[config.mk]
export PLATFORM = sky130hd
export DESIGN_NAME = uart_tx_buffered
export DESIGN_NICKNAME = d
export VERILOG_FILES = /design/src/rtl/uart_tx_buffered.sv
export SDC_FILE = /design/constraint.sdc
export NUM_CORES = 1
export LEC_CHECK = 0
export CORE_AREA = 10 10 90 107
export CTS_CLUSTER_SIZE = 40
export DETAILED_ROUTE_END_ITERATION = 8
export DIE_AREA = 0 0 100 117
export PLACE_DENSITY = 0.71
export SLEW_MARGIN = 10
export SYNTH_ARGS = -nofsm -noshare
export SYNTH_HDL_FRONTEND = slang
export SYNTH_SLANG_ARGS = --single-unit
export TNS_END_PERCENT = 5
[constraint.sdc]
create_clock -name UART_CLK -period 2.68 [get_ports UART_CLK]
set_input_delay 0.536 -clock UART_CLK [delete_from_list [all_inputs] [get_ports UART_CLK]]
set_output_delay 0.536 -clock UART_CLK [all_outputs]
set_load 0.01 [all_outputs]
[src/rtl/uart_tx_buffered.sv]
// uart_tx_buffered: buffered 8N1 UART transmitter.
// A FIFO_DEPTH-entry byte FIFO feeds a bit-timing FSM that serialises each
// byte LSB-first, holding every bit for CLK_BY_BAUDRATE UART_CLK cycles.
// Optional feature: define UART_TX_PARITY_EN to insert an even-parity bit
// between the last data bit and the stop bit (8E1, 11 bit-times per frame).
//
// Handshake: a byte transfers on a rising UART_CLK edge where
// tx_valid && tx_ready. tx_ready depends only on the registered fifo_count,
// never on tx_valid or on a pop in the same cycle.
module uart_tx_buffered #(
  parameter int CLK_BY_BAUDRATE = 10416,
  parameter int FIFO_DEPTH      = 4,
  parameter int FIFO_AW         = 2
) (
  input  logic               UART_CLK,
  input  logic               reset_n,
  input  logic [7:0]         tx_data,
  input  logic               tx_valid,
  output logic               tx_ready,
  output logic               tx,
  output logic               tx_busy,
  output logic [FIFO_AW:0]   fifo_count
);

  localparam logic [13:0]      BIT_RELOAD = 14'(CLK_BY_BAUDRATE - 1);
  localparam logic [FIFO_AW:0] DEPTH_CNT  = (FIFO_AW + 1)'(FIFO_DEPTH);

`ifdef UART_TX_PARITY_EN
  typedef enum logic [2:0] {S_IDLE, S_START, S_DATA, S_PARITY, S_STOP} state_t;
`else
  typedef enum logic [1:0] {S_IDLE, S_START, S_DATA, S_STOP} state_t;
`endif

  // FIFO storage and pointers
  logic [7:0]         mem [FIFO_DEPTH];
  logic [FIFO_AW-1:0] wr_ptr;
  logic [FIFO_AW-1:0] rd_ptr;
  logic               push;
  logic               pop;

  // Serialiser state; state is kept as a plainly named register for probing
  state_t      state;
  state_t      state_nxt;
  logic [13:0] bit_cnt;
  logic [13:0] cnt_nxt;
  logic [2:0]  bit_idx;
  logic [2:0]  idx_nxt;
  logic [7:0]  shift_reg;
  logic [7:0]  shift_nxt;
  logic        tx_nxt;

  assign tx_ready = (fifo_count < DEPTH_CNT);
  assign push     = tx_valid && tx_ready;
  assign tx_busy  = (state != S_IDLE);

  // Byte storage: data is captured at push time only
  always_ff @(posedge UART_CLK) begin
    if (push) begin
      mem[wr_ptr] <= tx_data;
    end
  end

  // FIFO pointers and occupancy; simultaneous push and pop keeps the count
  always_ff @(posedge UART_CLK or negedge reset_n) begin
    if (!reset_n) begin
      wr_ptr     <= '0;
      rd_ptr     <= '0;
      fifo_count <= '0;
    end else begin
      if (push) begin
        wr_ptr <= wr_ptr + 1'b1;
      end
      if (pop) begin
        rd_ptr <= rd_ptr + 1'b1;
      end
      if (push && !pop) begin
        fifo_count <= fifo_count + 1'b1;
      end else if (pop && !push) begin
        fifo_count <= fifo_count - 1'b1;
      end
    end
  end

  // Serialiser registers; reset forces the line high even mid-bit
  always_ff @(posedge UART_CLK or negedge reset_n) begin
    if (!reset_n) begin
      state     <= S_IDLE;
      bit_cnt   <= '0;
      bit_idx   <= '0;
      shift_reg <= '0;
      tx        <= 1'b1;
    end else begin
      state     <= state_nxt;
      bit_cnt   <= cnt_nxt;
      bit_idx   <= idx_nxt;
      shift_reg <= shift_nxt;
      tx        <= tx_nxt;
    end
  end

  // Next-state logic: every bit lasts BIT_RELOAD+1 cycles, counted down to 0
  always_comb begin
    state_nxt = state;
    cnt_nxt   = bit_cnt;
    idx_nxt   = bit_idx;
    shift_nxt = shift_reg;
    tx_nxt    = tx;
    pop       = 1'b0;
    case (state)
      S_IDLE: begin
        tx_nxt = 1'b1;
        if (fifo_count != '0) begin
          pop       = 1'b1;
          shift_nxt = mem[rd_ptr];
          cnt_nxt   = BIT_RELOAD;
          tx_nxt    = 1'b0;
          state_nxt = S_START;
        end
      end
      S_START: begin
        if (bit_cnt == '0) begin
          cnt_nxt   = BIT_RELOAD;
          tx_nxt    = shift_reg[0];
          idx_nxt   = '0;
          state_nxt = S_DATA;
        end else begin
          cnt_nxt = bit_cnt - 1'b1;
        end
      end
      S_DATA: begin
        if (bit_cnt == '0) begin
          cnt_nxt = BIT_RELOAD;
          if (bit_idx == 3'd7) begin
`ifdef UART_TX_PARITY_EN
            tx_nxt    = ^shift_reg;
            state_nxt = S_PARITY;
`else
            tx_nxt    = 1'b1;
            state_nxt = S_STOP;
`endif
          end else begin
            idx_nxt = bit_idx + 3'd1;
            tx_nxt  = shift_reg[bit_idx + 3'd1];
          end
        end else begin
          cnt_nxt = bit_cnt - 1'b1;
        end
      end
`ifdef UART_TX_PARITY_EN
      S_PARITY: begin
        if (bit_cnt == '0) begin
          cnt_nxt   = BIT_RELOAD;
          tx_nxt    = 1'b1;
          state_nxt = S_STOP;
        end else begin
          cnt_nxt = bit_cnt - 1'b1;
        end
      end
`endif
      S_STOP: begin
        if (bit_cnt == '0) begin
          tx_nxt    = 1'b1;
          state_nxt = S_IDLE;
        end else begin
          cnt_nxt = bit_cnt - 1'b1;
        end
      end
      default: begin
        tx_nxt    = 1'b1;
        state_nxt = S_IDLE;
      end
    endcase
  end

endmodule

==> summary.md <==
| Metric | Value |
|---|---|
| Post-Syn Instances | 241 |
| Area share of the largest cell type after synthesis | 29.1% |
| Mapped cell area | 3300 µm² |
| Clock transition at the registers of the reported paths | 0.09 ns |
| Ys async rst share | 52.2% |
| CTS root buf | clkbuf_8 |
| DR vias | 2037 |
| Fin nets | 292 |
| Crit path arrival time | 1.69 ns |
| Pleak | 1.43 nW |
| Worst skew pair latency | 0.35 ns |
| Switch share | 37.5% |
| Worst-path fanout max | 4 |
| Worst-case clock buffer depth | 2 |
| IO buf count | 16 |
| Grt ovf | 0 |
| Sw power | 1.69 mW |
| Layout area overhead | 14.5% |
| Met2 WL | 3210 µm |
| Max reg flops | 32 |
| Clock share of power | 19.2% |
| Syn Area/Cell | 13.7 µm² |
| Register area share after synthesis | 55.7% |
| H-Tree Depth | 3 |
| Util after Layout | 49.9% |
| R2R cell count | 4 |
| Synth cell types | 52 |
| Drt first pass iters | 4 |
| Drt wl/cell | 16.8 µm |
| Largest net degree at the start of global routing | 36 |
| DRT iter0 DRCs | 97 |
| Critical Path Start Type | flop |
| Syn_nets | 267 |
| Yosys warns | 0 |
| Die Wd | 100 µm |
| CTS resizes | 0 |
| Met1 WL | 2550 µm |
| Io pins | 17 |
| Vias in the first global route | 2134 |
| Total GRT Usage | 11.5% |
| Core area | 7580 µm² |
| Commonest cells in the synthesized netlist | dfrtp_1, edfxtp_1, inv_1 |
| Final Hold Viols | 0 |
| Comb power frac | 41.8% |
| Worst vdd ir | 0.000689 V |
| Via-per-instance ratio | 5.61 |
| Slew HR | 48.9% |
| RSZ-0062 raised after global routing | no |
| Fin crit share | 83.0% |
| Count leader, synth | dfrtp_1 |
| Total CTS buffers | 9 |
| Pwr per Cell Area | 1190 nW/µm² |
| Final Max Slew Viols | 0 |
| First-pass GRT wire length | 10600 µm |
| Layout cells sized above 1 | 20.7% |
| FILL cells | 672 |
| FP Rows | 35 |
| Initial antenna violation count | 0 |
| CTS tree | built |
| Synth area leader | edfxtp_1 |
| Pint | 2.81 mW |
| Max Cap Viol | 0 |
| Reg power frac | 39.0% |
| FMAX | 0.450 GHz |
| Post-synth top flop | dfrtp_1 |
| Total power | 4.50 mW |
| Hpwl dp | 4360 µm |
| DR top layer | met4 |
| Post-synth EDFFs | 32 |
| Initial core utilization | 43.6% |
| Synth area leaders | edfxtp_1, dfrtp_1, mux4_2 |
| Seq cells post-synth | 67 |
| Worst-margin pin slew | 0.767 ns |
| Status | completed |
| Hold Buf Count CTS | 0 |
| Register area | 1840 µm² |
| Die Span Y | 117 µm |
| Fin Setup TNS | 0 ns |
| Met3 WL post-DR | 209 µm |
| DRC | 0 |
| Critical path class | reg2out |
| Setup bufs post-CTS | 0 |
| Min cycle time layout | 2.22 ns |
| Antenna-violating nets left | 0 |
| Ant. Diodes | 0 |
| Die area | 11700 µm² |
| Routability cong. | 0.800 |
| Clk sinks | 67 |
| CP Capture Type | primary output |
| Type of the worst min-delay path | in2async |
| Worst EP required | 2.14 ns |
| Multi-input gate area | 1370 µm² |
| Setup Viol. Count Final | 0 |
| Final wirelength | 6110 µm |
| Setup Skew | 0.0108 ns |
==> stage by stage <==
step | std cells | area, µm² | setup slack, ns | hold slack, ns
3_3_place_gp | 347 | 3570 | 0.435 | 0.485
6_report | 363 | 3780 | 0.456 | 0.242
5_1_grt | 363 | 3780 | 0.332 | 0.317
3_5_place_dp | 347 | 3570 | 0.407 | 0.491
2_1_floorplan | 241 | 3300 | 0.510 | 0.240
4_1_cts | 363 | 3780 | 0.426 | 0.280
==> per-layer routing <==
layer	global-route usage (%)	vias up
li1	-	971
met1	12.9	1017
met2	20.1	35
met3	2.88	14
met4	5.57	0
met5	0	-
==> cells in the final DEF, fill, tap and decap left out, drive strengths merged, types with 2 or more instances in the layout <==
| master | Yosys | layout |
|---|---|---|
| or2 | 4 | 4 |
| a22o | 3 | 3 |
| mux4 | 10 | 10 |
| o21ai | 11 | 11 |
| edfxtp | 32 | 32 |
| o311ai | 2 | 2 |
| ha | 14 | 14 |
| nor2b | 4 | 4 |
| nor3 | 5 | 5 |
| a41oi | 2 | 2 |
| clkbuf | 3 | 9 |
| o31a | 3 | 3 |
| o31ai | 7 | 7 |
| nand4 | 3 | 3 |
| nand2 | 9 | 9 |
| and4 | 2 | 2 |
| a22oi | 3 | 3 |
| nand2b | 2 | 2 |
| o22ai | 2 | 2 |
| o2bb2ai | 3 | 3 |
| nor4 | 4 | 4 |
| xnor2 | 4 | 4 |
| a211o | 2 | 2 |
| inv | 15 | 19 |
| dfrtp | 34 | 34 |
| nor2 | 9 | 9 |
| xor2 | 3 | 3 |
| and2 | 7 | 7 |
| a211oi | 2 | 2 |
| nand3 | 4 | 4 |
| mux2 | 13 | 13 |
| clkdlybuf4s50 | 0 | 15 |
| a2111oi | 2 | 2 |
| clkinvlp | 0 | 2 |
| buf | 4 | 6 |
| a21oi | 3 | 3 |
==> kinds of logic after synthesis <==
group / Yosys count / synth area share, %
xor+xnor: 7 / 1.86
simple gates: 58 / 11.1
buf+inv: 22 / 2.73
mux: 24 / 11.7
flops: 67 / 55.7
compound gates: 48 / 11.1
fa+ha+maj: 15 / 5.91
==> critical path, stage by stage (launching register included) <==
cell	delay, ns
dfrtp_1	0.37
inv_1	0.10
ha_1	0.25
inv_1	0.09
clkdlybuf4s50_1	0.54
==> power by group through the flow <==
stage	Combinational [mW]	Clock, mW	Sequential [mW]
finish	1.88	0.866	1.75
global route	2.12	0.932	1.81
CTS	1.91	0.887	1.76
detailed placement	1.90	0	1.78
global placement	1.83	0	1.76
floorplan	1.49	0	1.64
==> final cells by class <==
| type | count | share of cell area [%] |
|---|---|---|
| Clock buffer | 9 | 3.28 |
| Clock inverter | 7 | 2.12 |
| Inverter | 15 | 1.49 |
| Multi-Input combinational cell | 152 | 36.3 |
| Sequential cell | 67 | 48.6 |
| Tap cell | 92 | 3.05 |
| Timing Repair Buffer | 21 | 5.10 |
==> final timing paths <==
check,endpoint,slack [ns],startpoint
hold reg to reg,shift_reg[5],0.51,shift_reg[5]
hold / removal,bit_cnt[2],0.24,reset_n
max in group asynchronous,bit_cnt[0],1.93,reset_n
min in group UART_CLK,shift_reg[5],0.51,shift_reg[5]
setup reg to reg,bit_cnt[0],0.47,bit_cnt[4]
setup / recovery,tx_busy,0.46,state[0]
Power figures use the tool's default switching activity.
==> edit 1 (same flow settings) <==
Build with the macro `UART_TX_PARITY_EN` defined.
--- a/src/rtl/uart_tx_buffered.sv
+++ b/src/rtl/uart_tx_buffered.sv
@@ -9,2 +9,4 @@
 // never on tx_valid or on a pop in the same cycle.
+`define UART_TX_PARITY_EN
+
 module uart_tx_buffered #(
Function: no difference found for any inputs over 10 cycles, from zero or initial values and one cycle with reset_n low; that may be too few to reach the edited logic, so the function may still have changed.
==> edit 1 against the original RTL <==
Design area rose by 4.1%. Routed wire length rose by 7.3%. Clock skew rose by 3.1 ps. Sequential cell count rose by 1. Synthesized cell count rose by 17%. Area after synthesis rose by 6.6%. Setup slack got worse by 240 ps.
Power is not compared: it rests on default switching activity, and its combinational part moved more than twofold at a synthesized area within 25%.
==> edit 1: results (changes against the original RTL) <==
[critical_path]
r2r_start=fifo_count[0]
worstReg2RegEnd=fifo_count[2]
rrSetupSlack_ps=430  ; -40 ps
arrival_ps=1930  ; +240 ps
r2r.worst_path.cells=8  ; +4

[layout]
fin_nets=320  ; +9.6%
fin_cells=397  ; +9.4%
drive_gt1_frac=0.197  ; -0.00992

[route]
routed_via_density=5.77  ; +2.8%
wl_per_cell_um=16.5  ; -1.9%
dr.first_iter.drc_count=114  ; +18%

[logic_synthesis]
synth-seq-area-share=0.529  ; -0.0275
synth_commonest_cells=35 x dfrtp_1, 32 x edfxtp_1, 17 x nand2_1, 14 x a21oi_1
netlist_instances=283  ; +17%
async_flop_share=0.529  ; +0.00702
synth_cell_types=61  ; +17%

[global_route]
grt_max_degree=37  ; +2.8%
use_met1=0.136  ; +0.00716
met2_usage=0.206  ; +0.00518

[place]
dp_cells=381  ; +9.8%
gp_congestion=0.843  ; +5.3%

[sta]
fin_hold_ws_ps=258  ; +16.0 ps
slew_headroom=0.472  ; -0.0164
clock_skew_ps=13.9  ; +3.09 ps

[outcome]
status=finished, final reports clean

[edit 1: changes by cell type in the layout (fill, tap and decap cells not counted), moves of 5 or more]
cell | before | now
nor4_1 | 0 | 5
inv_1 | 15 | 10
a21oi_1 | 3 | 14
nand3_1 | 4 | 10
nand2_1 | 9 | 17
xnor2_1 | 4 | 12
ha_1 | 14 | 8
or3_1 | 0 | 5
[edit 1: area by class of cell]
class                           instances  area [µm²]
Tap cell                               92         115
Clock buffer                            9         124
Clock inverter                          7        75.1
Sequential cell                        68        1860
Multi-Input combinational cell        189        1520
Timing Repair Buffer                   22         200
Fill cell                             665        3640
Inverter                               10        37.5
[edit 1: through the flow]
step | util | power (mW) | area [µm²] | worst slack (ps)
after global placement | 0.493 | 2.27 | 3730 | 447
after global routing | 0.519 | 3.31 | 3930 | 126
after CTS | 0.519 | 3.14 | 3930 | 214
after detailed placement | 0.493 | 2.30 | 3730 | 372
final | 0.519 | 3.12 | 3930 | 217
after floorplan | - | 2.09 | 3520 | 365
[edit 1: worst max path at each step]
stage | endpoint | slack [ps] | from
after floorplan | fifo_count[2] | 370 | fifo_count[0]
after global placement | fifo_count[2] | 450 | tx_valid
after detailed placement | fifo_count[2] | 370 | tx_valid
after CTS | tx_busy | 210 | state[0]
after global routing | tx_busy | 130 | state[0]
final | tx_busy | 220 | state[0]
[edit 1: worst max-delay path: stages, from the launching register on]
cell	delay, ps
dfrtp_1	520
or3_1	420
buf_4	170
clkdlybuf4s50_1	480
[edit 1: power groups by stage]
stage / Sequential (mW) / Clock (mW) / Combinational (mW)
floorplan: 1.47 / 0 / 0.613
finish: 1.53 / 0.847 / 0.742
global placement: 1.54 / 0 / 0.729
CTS: 1.53 / 0.861 / 0.753
global route: 1.57 / 0.918 / 0.826
detailed placement: 1.55 / 0 / 0.747
[edit 1: kinds of logic (layout without fill, tap and decap cells)]
logic type                 Yosys count  in the layout  share of synthesized area
AOI/OAI and AO/OA                   53             53                     0.0992
xor gates and xnor gates            18             18                     0.0448
adders and majority gates            9              9                     0.0341
buffers and inverters               26             48                     0.0391
DFF                                 68             68                      0.529
muxes                               21             21                     0.0953
and+or+nand+nor                     88             88                      0.158
[edit 1: metal layers]
layer	routed length [µm]	up-vias
met5	0	-
met4	151	0
met3	245	17
met2	3380	50
met1	2770	1133
li1	-	1091
==> edit 2 (config.mk and constraints unchanged) <==
Made on the original files. Register the output `tx` once more, with the module's reset; this adds one clock of latency there. The other outputs are not delayed to match.
--- a/src/rtl/uart_tx_buffered.sv
+++ b/src/rtl/uart_tx_buffered.sv
@@ -26,2 +26,4 @@
   localparam logic [FIFO_AW:0] DEPTH_CNT  = (FIFO_AW + 1)'(FIFO_DEPTH);
+
+  logic tx_s0;
 
@@ -90,3 +92,3 @@
       shift_reg <= '0;
-      tx        <= 1'b1;
+      tx_s0     <= 1'b1;
     end else begin
@@ -96,3 +98,3 @@
       shift_reg <= shift_nxt;
-      tx        <= tx_nxt;
+      tx_s0     <= tx_nxt;
     end
@@ -106,3 +108,3 @@
     shift_nxt = shift_reg;
-    tx_nxt    = tx;
+    tx_nxt    = tx_s0;
     pop       = 1'b0;
@@ -174,2 +176,10 @@
 
+  always_ff @(posedge UART_CLK or negedge reset_n) begin
+    if (!reset_n) begin
+      tx <= '0;
+    end else begin
+      tx <= tx_s0;
+    end
+  end
+
 endmodule
Behaviour: not the same (Yosys sat finds a counterexample within 4 cycles, from zero or initial values and one cycle with reset_n low).
==> edit 2 against the original RTL <==
Setup slack gained 27 ps. Utilization increased by 0.18 points. Clock power is 5.5% lower. Largest cell class unchanged. Design area grew 0.36%. Routed wire length down 4.6%. Power shrank 1.0%. Die area is the same. Area after synthesis grew 0.76%. Sequential cell count grew 1. First-iteration DRC count grew 42%.
==> edit 2: results (changes against the original RTL) <==
[critical_path]
worstReg2RegEnd=fifo_count[2]
cp-startpoint=state[0]
cp_max_fo=4  ; unchanged
r2r_start=fifo_count[0]
rrSetupSlack_ps=540  ; +70 ps
r2r.worst_path.cells=8  ; +4
crit_end=tx_busy

[power]
p_leak_nw=1.44  ; +0.80%
pg_comb_mw=1.87
p_comb_frac=0.420  ; +0.002
ir_drop_mv=0.582  ; -15%
power_clock_mw=0.818  ; -5.5%
sw_frac_of_total=0.366  ; -0.00862

[global_route]
track_usage=0.109  ; -0.00604
grt_pass1_vias=2210  ; +3.6%
use_met1=0.117  ; -0.0126
grt_max_degree=37  ; +2.8%
met2_usage=0.195  ; -0.00605
met3_usage=0.0282  ; -0.000587
grt_pass1_wl_mm=10.2  ; -3.4%

[place]
io_buffers=16  ; unchanged
gp_congestion=0.797  ; -0.36%
hpwl_mm=4.22  ; -3.1%
post-place-ws_ps=386  ; -21.0 ps
dp_cells=348  ; +0.29%
placed_cell_area_um2=3600  ; +0.70%

[logic_synthesis]
avgSynthCellArea_um2=13.7  ; +0.34%
synth_edf_count=32  ; unchanged
synth_nets=268  ; +0.37%
synth-seq-area-share=0.560  ; +0.00333
yosys-top-cells-area=edfxtp_1 29%, dfrtp_1 26%, mux4_2 6.8%
synth_cell_types=52  ; unchanged
async_flop_share=0.529  ; +0.00702
synth_commonest_cells=35 x dfrtp_1, 32 x edfxtp_1, 15 x inv_1, 14 x ha_1
ys_warn_count=0  ; unchanged

[route]
dr.first_iter.drc_count=138  ; +42%
highest_layer=met4
wl_met2_mm=3.08  ; -4.1%
wl_met3_um=168  ; -20%
drt-total-wl_mm=5.83  ; -4.6%
wl_per_cell_um=16.0  ; -4.8%
num_vias=2045  ; +0.39%
wl_met1_mm=2.49  ; -2.6%
first_pass_iters=4  ; unchanged

[sta]
slew_headroom=0.461  ; -0.0278
fin_hold_ws_ps=278  ; +36.0 ps
fmax_mhz=455  ; +1.2%
clock_skew_ps=8.51  ; -2.34 ps

[cts]
worstSkewPairLatency_ps=340
postCtsSetupBuffers=0  ; unchanged
clk_pin_slew_worst_paths_ps=80
cts_max_level=3  ; unchanged
clk_path_buf_depth=2  ; unchanged

[layout]
fin_nets=293  ; +0.34%
drive_gt1_frac=0.202  ; -0.00444
antenna_cells=0  ; unchanged
largest_reg_flops=32  ; unchanged
fill_cells=668  ; -0.60%

[outcome]
status=finished, final reports clean

[worst_hold_path]
hold_path.class=input port to async pin

edit 2: critical path, stage by stage, from the launching register on:
cell and delay, ps:
dfrtp_1 380, inv_1 100, ha_1 260, inv_1 60, clkdlybuf4s50_1 530
edit 2: cells by family (layout without fill, tap and decap cells):
kind of cell             Yosys count  count (layout)  share of synthesized area
multiplexers                      24              24                      0.116
AO/OA/AOI/OAI                     48              48                      0.110
XOR/XNOR                           7               7                     0.0184
AND/OR/NAND/NOR                   58              58                      0.110
flip-flops                        68              68                      0.560
adder cells (fa/ha/maj)           15              15                     0.0587
buffers and inverters             22              52                     0.0271
edit 2: layout make-up:
type | count | area, µm² | area share
repair buffers | 21 | 193 | 0.0508
inverters | 15 | 56.3 | 0.0148
well taps | 92 | 115 | 0.0304
clock inverters | 6 | 65.1 | 0.0172
multi-input cells | 152 | 1370 | 0.362
clock buffers | 10 | 128 | 0.0337
flip-flops and latches | 68 | 1860 | 0.491
